## config.mk

```make
export PLATFORM = sky130hd
export DESIGN_NAME = hex_display_ctrl_flat
export DESIGN_NICKNAME = d
export VERILOG_FILES = /design/src/rtl/hex_display_ctrl_if.sv /design/src/rtl/hex_display_ctrl.sv /design/src/flat_wrapper.sv
export SDC_FILE = /design/constraint.sdc
export NUM_CORES = 1
export LEC_CHECK = 0
export BUFFER_PORTS_ARGS = -buffer_cell sky130_fd_sc_hd__buf_2
export CAP_MARGIN = 5
export CORE_MARGIN = 10
export CORE_UTILIZATION = 59
export DETAILED_ROUTE_END_ITERATION = 8
export PLACE_DENSITY_LB_ADDON = 0.1
export SLEW_MARGIN = 20
export SYNTH_ARGS = -nofsm -noshare
export SYNTH_HDL_FRONTEND = slang
export SYNTH_SLANG_ARGS = --single-unit
```

## constraint.sdc

```tcl
create_clock -name clk -period 7.6 [get_ports clk]
set_input_delay 0.76 -clock clk [delete_from_list [all_inputs] [get_ports clk]]
set_output_delay 0.76 -clock clk [all_outputs]
set_load 0.005 [all_outputs]
```

## src/rtl/hex_display_ctrl_if.sv

```systemverilog
// Avalon-MM slave bus bundle for the hex display controller.
// The master drives address/strobes/write data; the slave returns registered read data.
interface hex_display_ctrl_if;
    logic [3:0]  address;
    logic        read;
    logic        write;
    logic [31:0] writedata;
    logic [31:0] readdata;

    modport master (
        output address,
        output read,
        output write,
        output writedata,
        input  readdata
    );

    modport slave (
        input  address,
        input  read,
        input  write,
        input  writedata,
        output readdata
    );
endinterface

```

## src/rtl/hex_display_ctrl.sv

```systemverilog
// Multi-digit 7-segment display controller with an Avalon-MM register file,
// hex decode / raw segment modes, per-digit blank and blink, and a debounced
// push-button that raises a maskable press interrupt.
module hex_display_ctrl #(
    parameter int NUM_DIGITS      = 6,
    parameter int BLINK_DIV       = 25000000,
    parameter int DEBOUNCE_CYCLES = 1000000
) (
    input  logic                    clk,
    input  logic                    reset,
    hex_display_ctrl_if.slave       bus,
    input  logic                    button_n,
    output logic [8*NUM_DIGITS-1:0] hex_n,
    output logic                    irq
);

    localparam int BLINK_W = (BLINK_DIV > 1) ? $clog2(BLINK_DIV) : 1;
    localparam int DEB_W   = (DEBOUNCE_CYCLES > 1) ? $clog2(DEBOUNCE_CYCLES) : 1;
    localparam logic [BLINK_W-1:0] BLINK_LAST = BLINK_W'(BLINK_DIV - 1);
    localparam logic [DEB_W-1:0]   DEB_LAST   = DEB_W'(DEBOUNCE_CYCLES - 1);

    localparam logic [3:0] ADDR_CTRL = 4'd8;
    localparam logic [3:0] ADDR_BTN  = 4'd9;
    localparam logic [3:0] ADDR_EDGE = 4'd10;
    localparam logic [3:0] ADDR_MASK = 4'd11;

    logic [10:0]             r_digit [NUM_DIGITS];
    logic                    r_enable;
    logic                    r_mask;
    logic                    r_edge;
    logic                    r_sync1;
    logic                    r_sync2;
    logic                    r_btn;
    logic                    r_phase;
    logic                    r_irq;
    logic [BLINK_W-1:0]      r_blink_cnt;
    logic [DEB_W-1:0]        r_deb_cnt;
    logic [31:0]             r_readdata;
    logic [8*NUM_DIGITS-1:0] r_hex_n;

    logic [10:0]             w_digit_rd;
    logic [31:0]             w_rdata;
    logic [8*NUM_DIGITS-1:0] w_hex;
    logic                    w_press;
    logic                    w_edge_clr;

    // Hex nibble to active-low g..a segment pattern.
    function automatic logic [6:0] seg_decode(input logic [3:0] nib);
        logic [6:0] seg;
        case (nib)
            4'h0: seg = 7'h40;
            4'h1: seg = 7'h79;
            4'h2: seg = 7'h24;
            4'h3: seg = 7'h30;
            4'h4: seg = 7'h19;
            4'h5: seg = 7'h12;
            4'h6: seg = 7'h02;
            4'h7: seg = 7'h78;
            4'h8: seg = 7'h00;
            4'h9: seg = 7'h10;
            4'hA: seg = 7'h08;
            4'hB: seg = 7'h03;
            4'hC: seg = 7'h46;
            4'hD: seg = 7'h21;
            4'hE: seg = 7'h06;
            4'hF: seg = 7'h0E;
            default: seg = 7'h7F;
        endcase
        return seg;
    endfunction

    // Active-low byte for one digit: blanked, raw segments, or decoded nibble plus dp.
    function automatic logic [7:0] digit_byte(input logic [10:0] d, input logic en, input logic ph);
        logic [7:0] b;
        if (d[9] || !en || (d[10] && ph)) begin
            b = 8'hFF;
        end else if (d[8]) begin
            b = ~d[7:0];
        end else begin
            b = {~d[4], seg_decode(d[3:0])};
        end
        return b;
    endfunction

    assign w_press    = r_btn & ~r_sync2 & (r_deb_cnt == DEB_LAST);
    assign w_edge_clr = bus.write && (bus.address == ADDR_EDGE) && bus.writedata[0];

    // Per-digit configuration registers; indices beyond NUM_DIGITS have no storage.
    always_ff @(posedge clk or posedge reset) begin
        if (reset) begin
            for (int i = 0; i < NUM_DIGITS; i++) r_digit[i] <= 11'h200;
        end else begin
            for (int i = 0; i < NUM_DIGITS; i++) begin
                if (bus.write && (bus.address == 4'(i))) r_digit[i] <= bus.writedata[10:0];
            end
        end
    end

    // ENABLE and MASK control bits.
    always_ff @(posedge clk or posedge reset) begin
        if (reset) begin
            r_enable <= 1'b1;
            r_mask   <= 1'b0;
        end else begin
            if (bus.write && (bus.address == ADDR_CTRL)) r_enable <= bus.writedata[0];
            if (bus.write && (bus.address == ADDR_MASK)) r_mask   <= bus.writedata[0];
        end
    end

    // Free-running blink divider shared by all digits so blinking stays phase-aligned.
    always_ff @(posedge clk or posedge reset) begin
        if (reset) begin
            r_blink_cnt <= '0;
            r_phase     <= 1'b0;
        end else if (r_blink_cnt == BLINK_LAST) begin
            r_blink_cnt <= '0;
            r_phase     <= ~r_phase;
        end else begin
            r_blink_cnt <= r_blink_cnt + BLINK_W'(1);
        end
    end

    // Two-flop synchroniser for the asynchronous button; idles high (released).
    always_ff @(posedge clk or posedge reset) begin
        if (reset) begin
            r_sync1 <= 1'b1;
            r_sync2 <= 1'b1;
        end else begin
            r_sync1 <= button_n;
            r_sync2 <= r_sync1;
        end
    end

    // Debouncer: the level follows the synchronised input only after it has differed long enough.
    always_ff @(posedge clk or posedge reset) begin
        if (reset) begin
            r_btn     <= 1'b1;
            r_deb_cnt <= '0;
        end else if (r_sync2 == r_btn) begin
            r_deb_cnt <= '0;
        end else if (r_deb_cnt == DEB_LAST) begin
            r_btn     <= r_sync2;
            r_deb_cnt <= '0;
        end else begin
            r_deb_cnt <= r_deb_cnt + DEB_W'(1);
        end
    end

    // Press capture; a press landing with a write-1-to-clear keeps the flag set.
    always_ff @(posedge clk or posedge reset) begin
        if (reset) begin
            r_edge <= 1'b0;
        end else if (w_press) begin
            r_edge <= 1'b1;
        end else if (w_edge_clr) begin
            r_edge <= 1'b0;
        end else begin
            r_edge <= r_edge;
        end
    end

    // Select the addressed digit register; unmapped indices yield zero.
    always_comb begin
        w_digit_rd = 11'd0;
        for (int i = 0; i < NUM_DIGITS; i++) begin
            w_digit_rd = w_digit_rd | ((bus.address == 4'(i)) ? r_digit[i] : 11'd0);
        end
    end

    // Read data mux over the pre-write register values.
    always_comb begin
        w_rdata = 32'd0;
        case (bus.address)
            ADDR_CTRL: w_rdata = {30'd0, r_phase, r_enable};
            ADDR_BTN:  w_rdata = {31'd0, r_btn};
            ADDR_EDGE: w_rdata = {31'd0, r_edge};
            ADDR_MASK: w_rdata = {31'd0, r_mask};
            default:   w_rdata = {21'd0, w_digit_rd};
        endcase
    end

    // Read data is captured only on a read strobe and held otherwise.
    always_ff @(posedge clk or posedge reset) begin
        if (reset) begin
            r_readdata <= 32'd0;
        end else if (bus.read) begin
            r_readdata <= w_rdata;
        end else begin
            r_readdata <= r_readdata;
        end
    end

    // Segment bytes for every digit from the current register state.
    always_comb begin
        w_hex = {(8*NUM_DIGITS){1'b1}};
        for (int i = 0; i < NUM_DIGITS; i++) begin
            w_hex[8*i +: 8] = digit_byte(r_digit[i], r_enable, r_phase);
        end
    end

    // Registered segment outputs and interrupt.
    always_ff @(posedge clk or posedge reset) begin
        if (reset) begin
            r_hex_n <= {(8*NUM_DIGITS){1'b1}};
            r_irq   <= 1'b0;
        end else begin
            r_hex_n <= w_hex;
            r_irq   <= r_edge & r_mask;
        end
    end

    assign bus.readdata = r_readdata;
    assign hex_n        = r_hex_n;
    assign irq          = r_irq;

endmodule

```

## src/flat_wrapper.sv

```systemverilog
// flat-port wrapper written by rule: the top's interface ports become plain ports
module hex_display_ctrl_flat 
#(
    parameter int NUM_DIGITS      = 6,
    parameter int BLINK_DIV       = 25000000,
    parameter int DEBOUNCE_CYCLES = 1000000
)
  (clk, reset, button_n, hex_n, irq, bus_address, bus_read, bus_write, bus_writedata, bus_readdata);
  hex_display_ctrl_if bus_i ();
  input  logic clk;
  input  logic reset;
  input  logic button_n;
  output logic [8*NUM_DIGITS-1:0] hex_n;
  output logic irq;
  input wire logic [$bits(bus_i.address)-1:0] bus_address;
  input wire logic [$bits(bus_i.read)-1:0] bus_read;
  input wire logic [$bits(bus_i.write)-1:0] bus_write;
  input wire logic [$bits(bus_i.writedata)-1:0] bus_writedata;
  output wire logic [$bits(bus_i.readdata)-1:0] bus_readdata;
  assign bus_i.address = bus_address;
  assign bus_i.read = bus_read;
  assign bus_i.write = bus_write;
  assign bus_i.writedata = bus_writedata;
  assign bus_readdata = bus_i.readdata;
  hex_display_ctrl #(.NUM_DIGITS(NUM_DIGITS), .BLINK_DIV(BLINK_DIV), .DEBOUNCE_CYCLES(DEBOUNCE_CYCLES)) u_core (.clk(clk), .reset(reset), .bus(bus_i), .button_n(button_n), .hex_n(hex_n), .irq(irq));
endmodule
```

==> results of run 1 <==
-- cell usage after synthesis, types with 4 or more instances --
library cell and n:
nor4_1 4, a22oi_1 27, a21oi_1 36, or2_2 14
nor4b_1 5, nand2_1 62, nor3_1 9, nand2b_1 11
o31ai_1 10, mux2i_1 19, o21ai_0 42, a311oi_1 15
nor2b_1 17, or3_1 5, mux2_2 74, and2_1 21
inv_1 32, a21boi_0 6, nand3b_1 4, o22ai_1 10
xor2_1 13, nor2_1 39, or4_1 7, dfrtp_1 120
buf_2 14, nand3_1 21, ha_1 39, clkbuf_1 31
and3_1 15, dfstp_2 58, o221ai_1 7, buf_4 21
and4_1 5, xnor2_1 15, nand4_1 10, a211oi_1 18
-- cell type report --
type | instances | area (µm²)
repair buffers | 83 | 429
clock inverters | 9 | 129
inverters | 32 | 125
diodes | 2 | 5.00
well taps | 216 | 270
flip-flops and latches | 178 | 4530
multi-input cells | 635 | 4640
fillers | 1272 | 5280
clock buffers | 23 | 478
-- critical path, cell delays in order --
cell and delay, ps:
buf_2 280, nor4b_4 580, nand2_1 450, mux2_2 400
-- kinds of logic (layout without fill, tap and decap cells) --
kind of cell / count (synthesis) / after routing / share of synthesized area
other cells: 1 / 23 / 0.000392
flops: 178 / 178 / 0.473
mux: 95 / 95 / 0.110
buf+inv: 100 / 147 / 0.0502
xor+xnor: 28 / 28 / 0.0256
fa+ha+maj: 39 / 39 / 0.0510
compound gates: 186 / 186 / 0.130
simple gates: 266 / 266 / 0.160
-- registers in the layout, summed over array words and instances, names as in the netlist, 11 cells and up --
signal and cells:
u_core.bus.readdata 11, u_core.hex_n 48, u_core.r_digit 66, u_core.r_blink_cnt 25, u_core.r_deb_cnt 20
-- path summary, 6_finish.rpt --
| path | startpoint | end | cells past startpoint | slack [ps] |
|---|---|---|---|---|
| worst max-delay path | bus_address[0] | u_core.r_digit[49] | 4 | 5440 |
| worst min-delay path | u_core.r_sync1 | u_core.r_sync2 | 0 | 360 |
| worst max register to register | u_core.r_blink_cnt[0] | u_core.r_phase | 5 | 5470 |
| worst min register to register | u_core.r_sync1 | u_core.r_sync2 | 0 | 360 |
| max in group asynchronous | reset | u_core.r_digit[48] | 3 | 5920 |
| min in group asynchronous | reset | u_core.r_blink_cnt[2] | 2 | 490 |
-- layer usage --
metal | global-route usage | part of all wire | up-vias
met1 | 0.246 | 0.41 | 3497
met3 | 0.0461 | 0.059 | 47
li1 | - | - | 3294
met2 | 0.338 | 0.49 | 205
met4 | 0.0956 | 0.031 | 0
met5 | 0 | 0 | -
-- report_power, final --
part / internal [mW] / total, mW / switching (mW)
Sequential: 1.14 / 1.34 / 0.206
Combinational: 0.297 / 0.590 / 0.293
Clock: 0.543 / 0.900 / 0.357
-- layout by cell type (no fill, tap or decap), drive strengths merged, types with 23 or more instances in the layout --
cell type  Yosys  routed
ha            39      39
a22oi         27      27
nor2          39      39
clkbuf        32      23
a21oi         36      36
buf           36      83
mux2          75      75
o21ai         42      42
nand2         62      62
dfrtp        120     120
dfstp         58      58
inv           32      33
==> summary.txt, run 1 <==
Power
  – Worst IR Drop VDD: 202 µV
  – PwrDens: 267 nW/µm²
  – Overall power: 2.83 mW
  – Pleak: 4.45 nW

Synthesis
  – Yosys top cell by area: dfrtp_1
  – EDFF count, synth: 0
  – Synth Flop Type: dfrtp_1
  – Post-synth top area share: 0.314
  – Async set or reset register ratio after synthesis: 1.00
  – Syn Inst Count: 893
  – Syn. warnings: 0
  – Post-Syn Area: 9570 µm²
  – Unique masters post-synth: 64
  – Avg Cell Area, Syn: 10.7 µm²
  – Yosys reg bits: 178
  – Synth area leaders: dfrtp_1 31%, dfstp_2 16%, mux2_2 8.7%, ha_1 5.1%, nand2_1 2.4%
  – Seq/Total Area, Yosys: 0.473

Route
  – Via count: 7043
  – 1st-iter DRT viols: 519
  – DRC viols: 0
  – Wire per inst: 18.7 µm
  – Pre-Repair DR Iteration Count: 5
  – Post-Route WL: 22100 µm
  – Antenna viol nets, final: 0
  – Routed vias/inst: 5.98

Final layout
  – Area grow syn2layout: 10.8%
  – Share of layout cells above drive strength 1: 0.282
  – Non-Filler Instances: 1178
  – Design area: 10600 µm²
  – Nets: 1027
  – Final core occ: 0.668

Worst setup path
  – Startpoint types: input pin
  – Crit path max fanout: 17
  – CP Data Required Time: 7920 ps
  – Kind of critical path: input pin to register
  – Worst setup EP type: register
  – Worst path arrival time: 2480 ps

STA
  – Minimum clock period: 2160 ps
  – TNS Setup: 0 ps
  – Crit share post-route: 0.284
  – Final setup vio count: 0
  – Fmax: 0.463 GHz
  – Relative slew slack: 0.306
  – Max-slew violation count: 0
  – Final hold violations: 0
  – Final setup margin: 5440 ps
  – RSZ-0062 raised after global routing: false
  – Worst hold slack: 364 ps
  – Measured slew at the worst slew-check pin: 1030 ps
  – Setup Skew: 7.26 ps

Clock tree
  – CTS tree: done
  – Post-CTS Hold Fix Bufs: 0
  – CTS sink count: 178
  – Post-CTS setup buffer count: 0
  – Post-CTS Resized: 0
  – Clock transition at the registers of the reported paths: 60 ps
  – Root Buffer: clkbuf_16
  – H-tree Lvls: 4
  – Worst-Skew Late Latency: 440 ps
  – TritonCTS Buffers: 17
  – Clk buf depth: 2

Global routing
  – First-pass GRT wire length: 35800 µm
  – Vias in the first global route: 7034
  – Pin count of the biggest net entering global routing: 98
  – Gr ovfl total: 0
  – Total GRT Usage: 0.203
  – Initial antenna violation count: 2

Run status
  – Status: completed

Placement
  – Pre-CTS setup slack: 5010 ps
  – Placed cell areas: 9990 µm²
  – HPWL after detailed placement: 15700 µm
  – Input/output buffers: 79
  – Dpl cells: 1144
  – Gpl congestion: 0.877

Floorplanning
  – Die H: 147 µm
  – Top Ports: 122
  – Die X: 147 µm
  – Full die area: 21700 µm²
  – Initial Utilization: 0.603
  – Total core area: 15900 µm²
  – Site Rows: 46

Run
  – Max-cap viol count: 0

Hold path
  – Hold/Removal Path Class: register to register
Note: power is estimated with default switching activity, not from simulation.
==> inputs of run 2 (changes only) <==
ABC_AREA = 1   (was unset)
CORE_UTILIZATION = 53   (was 59)
clock period = 1.8 ns   (was 7.6 ns; I/O delays follow)
==> run 2 against run 1 <==
Net effect:
- sequential share of layout area down 1.5 points
- total power rose to 3.9 times the previous value
- routed wire length rose by 9.7%
- largest cell class unchanged
- cell count is 35% higher
- count of clock-buffer cells in the layout is 1 lower
- via count rose by 18%
- clock power grew to 3.9 times the previous value
- critical path type is now register to register
==> summary.txt, run 2 <==
Final layout
  – Reg with most FFs: u_core.r_digit (unchanged)
  – Commonest non-fill, non-tap cells in the layout: 366 x nand2_1, 125 x nor2_1, 123 x inv_1 (was 120 x dfrtp_1, 79 x buf_2, 74 x mux2_2)
  – Area grow syn2layout: 11.6% (was 10.8%)
  – Non-Filler Instances: 1585 (was 1178)
  – Nets: 1421 (was 1027)
  – Share of layout cells above drive strength 1: 0.154 (was 0.282)
  – Most common cell after layout, fill and taps aside: nand2_1 (was dfrtp_1)
  – # fillers: 1676 (was 1272)
  – Largest register FFs: 66 (unchanged)

Synthesis
  – EDFF count, synth: 0 (unchanged)
  – Unique masters post-synth: 34 (was 64)
  – Synth area leaders: dfrtp_1 30%, dfstp_2 15%, nand2_1 14%, ha_1 5.0%, nor2_1 4.8% (was dfrtp_1 31%, dfstp_2 16%, mux2_2 8.7%, ha_1 5.1%, nand2_1 2.4%)
  – Post-synth top area share: 0.305 (was 0.314)
  – Seq/Total Area, Yosys: 0.459 (was 0.473)
  – Avg Cell Area, Syn: 7.81 µm² (was 10.7 µm²)
  – Syn Inst Count: 1262 (was 893)
  – Synth Flop Type: dfrtp_1 (unchanged)
  – Async set or reset register ratio after synthesis: 1.00 (unchanged)
  – Yosys top cell by area: dfrtp_1 (unchanged)
  – Syn. warnings: 0 (unchanged)
  – Post-Syn Area: 9850 µm² (was 9570 µm²)
  – Yosys reg bits: 178 (unchanged)
  – Commonest cells post-synth: 366 x nand2_1, 125 x nor2_1, 124 x inv_1 (was 120 x dfrtp_1, 74 x mux2_2, 62 x nand2_1)
  – Count leader, synth: nand2_1 (was dfrtp_1)

STA
  – Minimum clock period: 1590 ps
  – Setup Skew: 9.48 ps (was 7.26 ps)
  – Crit share post-route: 0.885
  – Max-slew violation count: 0 (unchanged)
  – RSZ-0062 raised after global routing: false (unchanged)
  – TNS Setup: 0 ps (unchanged)
  – Relative slew slack: 0.606 (was 0.306)
  – Final hold violations: 0 (unchanged)
  – Fmax: 0.628 GHz
  – Measured slew at the worst slew-check pin: 590 ps (was 1030 ps)
  – Worst hold slack: 91.0 ps (was 364 ps)
  – Final setup margin: 208 ps (was 5440 ps)
  – Final setup vio count: 0 (unchanged)

Route
  – Pre-Repair DR Iteration Count: 6 (was 5)
  – Post-Route WL: 24200 µm (was 22100 µm)
  – Routed vias/inst: 5.24 (was 5.98)
  – 1st-iter DRT viols: 583 (was 519)
  – Wire per inst: 15.3 µm (was 18.7 µm)
  – DRC viols: 0 (unchanged)
  – Antenna viol nets, final: 0 (unchanged)
  – Via count: 8309 (was 7043)

Clock tree
  – TritonCTS Buffers: 17 (unchanged)
  – Clock transition at the registers of the reported paths: 70 ps (was 60 ps)
  – CTS sink count: 178 (unchanged)
  – Post-CTS setup buffer count: 0 (unchanged)
  – Worst-Skew Late Latency: 430 ps (was 440 ps)
  – Post-CTS Resized: 0 (unchanged)
  – Root Buffer: clkbuf_16 (unchanged)
  – H-tree Lvls: 4 (unchanged)
  – Clk buf depth: 2 (unchanged)
  – CTS tree: done (unchanged)

Placement
  – Input/output buffers: 79 (unchanged)
  – Gpl congestion: 0.960 (was 0.877)
  – Dpl cells: 1549 (was 1144)
  – HPWL after detailed placement: 17700 µm (was 15700 µm)
  – Pre-CTS setup slack: 194 ps (was 5010 ps)

Floorplanning
  – Die H: 156 µm (was 147 µm)
  – Die X: 156 µm (was 147 µm)
  – Full die area: 24400 µm² (was 21700 µm²)
  – Initial Utilization: 0.543 (was 0.603)
  – Site Rows: 49 (was 46)
  – Top Ports: 122 (unchanged)
  – Total core area: 18100 µm² (was 15900 µm²)

Hold path
  – Hold/Removal Path Class: input pin to register (was register to register)

Global routing
  – Pin count of the biggest net entering global routing: 91 (was 98)
  – Total GRT Usage: 0.200 (was 0.203)
  – Gr ovfl total: 0 (unchanged)
  – Initial antenna violation count: 3 (was 2)
  – Vias in the first global route: 7850 (was 7034)
  – First-pass GRT wire length: 39500 µm (was 35800 µm)

Worst setup path
  – Worst setup EP type: register (unchanged)
  – Startpoint types: register (was input pin)
  – Crit path max fanout: 5 (was 17)
  – CP Data Required Time: 2110 ps (was 7920 ps)
  – Kind of critical path: register to register (was input pin to register)
  – Worst path arrival time: 1900 ps (was 2480 ps)

Run status
  – Status: completed (unchanged)

Power
  – Pleak: 5.12 nW (was 4.45 nW)
  – Overall power: 11.1 mW (was 2.83 mW)
  – Worst IR Drop VDD: 634 µV (was 202 µV)
  – PwrDens: 1010 nW/µm² (was 267 nW/µm²)

Run
  – Max-cap viol count: 0 (unchanged)
## run 2: cell types whose count changed after synthesis, moves of 46 or more
cell,previous run,this run
nand2_1,62,366
nor2_1,39,125
inv_1,32,124
mux2_2,74,0
o21ai_0,42,88
nand3_1,21,74
## run 2: path summary, 6_finish.rpt
| path | from | end | slack [ps] | depth (start not counted) |
|---|---|---|---|---|
| worst max register to register | u_core.r_blink_cnt[0] | u_core.r_blink_cnt[21] | 210 | 8 |
| worst max-delay path | u_core.r_blink_cnt[0] | u_core.r_blink_cnt[21] | 210 | 8 |
| max in group asynchronous | reset | u_core.hex_n[23] | 930 | 4 |
| worst min register to register | u_core.r_sync1 | u_core.r_sync2 | 360 | 0 |
| worst min-delay path | bus_read | u_core.bus.readdata[9] | 90 | 3 |
| min in group asynchronous | reset | u_core.bus.readdata[4] | 430 | 4 |
## run 2: cell families (layout without fill, tap and decap cells)
group           count (synthesis)  after routing  synth area share
compound gates                223            223             0.130
xor+xnor                       20             20            0.0178
fa+ha+maj                      39             39            0.0495
buf+inv                       191            263            0.0862
flops                         178            178             0.459
other cells                     1             23          0.000381
simple gates                  610            610             0.257
## run 2: stage by stage
stage / utilization / instance area, µm²
after floorplan: - / 9930
after global placement: 0.574 / 10400
after detailed placement: 0.574 / 10400
after CTS: 0.605 / 11000
after global routing: 0.605 / 11000
final: 0.606 / 11000
## run 2: worst max-delay path, stage by stage (launching register included)
cell and delay (ps):
dfrtp_1 370, ha_1 190, nand2_1 90, nor2_4 150, inv_1 50, nor3_1 130, nand3_1 110, nor2_1 290
nor2_1 90
## run 2: cell type report
| type | count | area [µm²] | area share |
|---|---|---|---|
| multi-input combinational | 913 | 4550 | 0.414 |
| sequential | 178 | 4530 | 0.412 |
| timing repair buffer | 98 | 568 | 0.0517 |
| inverter | 133 | 503 | 0.0458 |
| clock buffer | 22 | 464 | 0.0422 |
| tap | 229 | 287 | 0.0261 |
| clock inverter | 10 | 86.3 | 0.00785 |
| antenna | 2 | 5.00 | 0.000455 |
## run 2: report_power, final
group          switching (mW)  internal [mW]
combinational            1.36          0.899
clock                    1.51           1.97
sequential              0.615           4.71
## run 2: per-layer routing
layer  up-vias  GRT usage  share of wire
li1       4200          -              -
met1      3839      0.245           0.43
met2       229      0.337           0.49
met3        39     0.0598          0.070
met4         2     0.0562          0.019
met5         -          0        0.00029
## run 2: repair_timing
item,CTS,global route
setup endpoints to repair,0,0
hold buffers,2,0
hold endpoints to repair,121,0
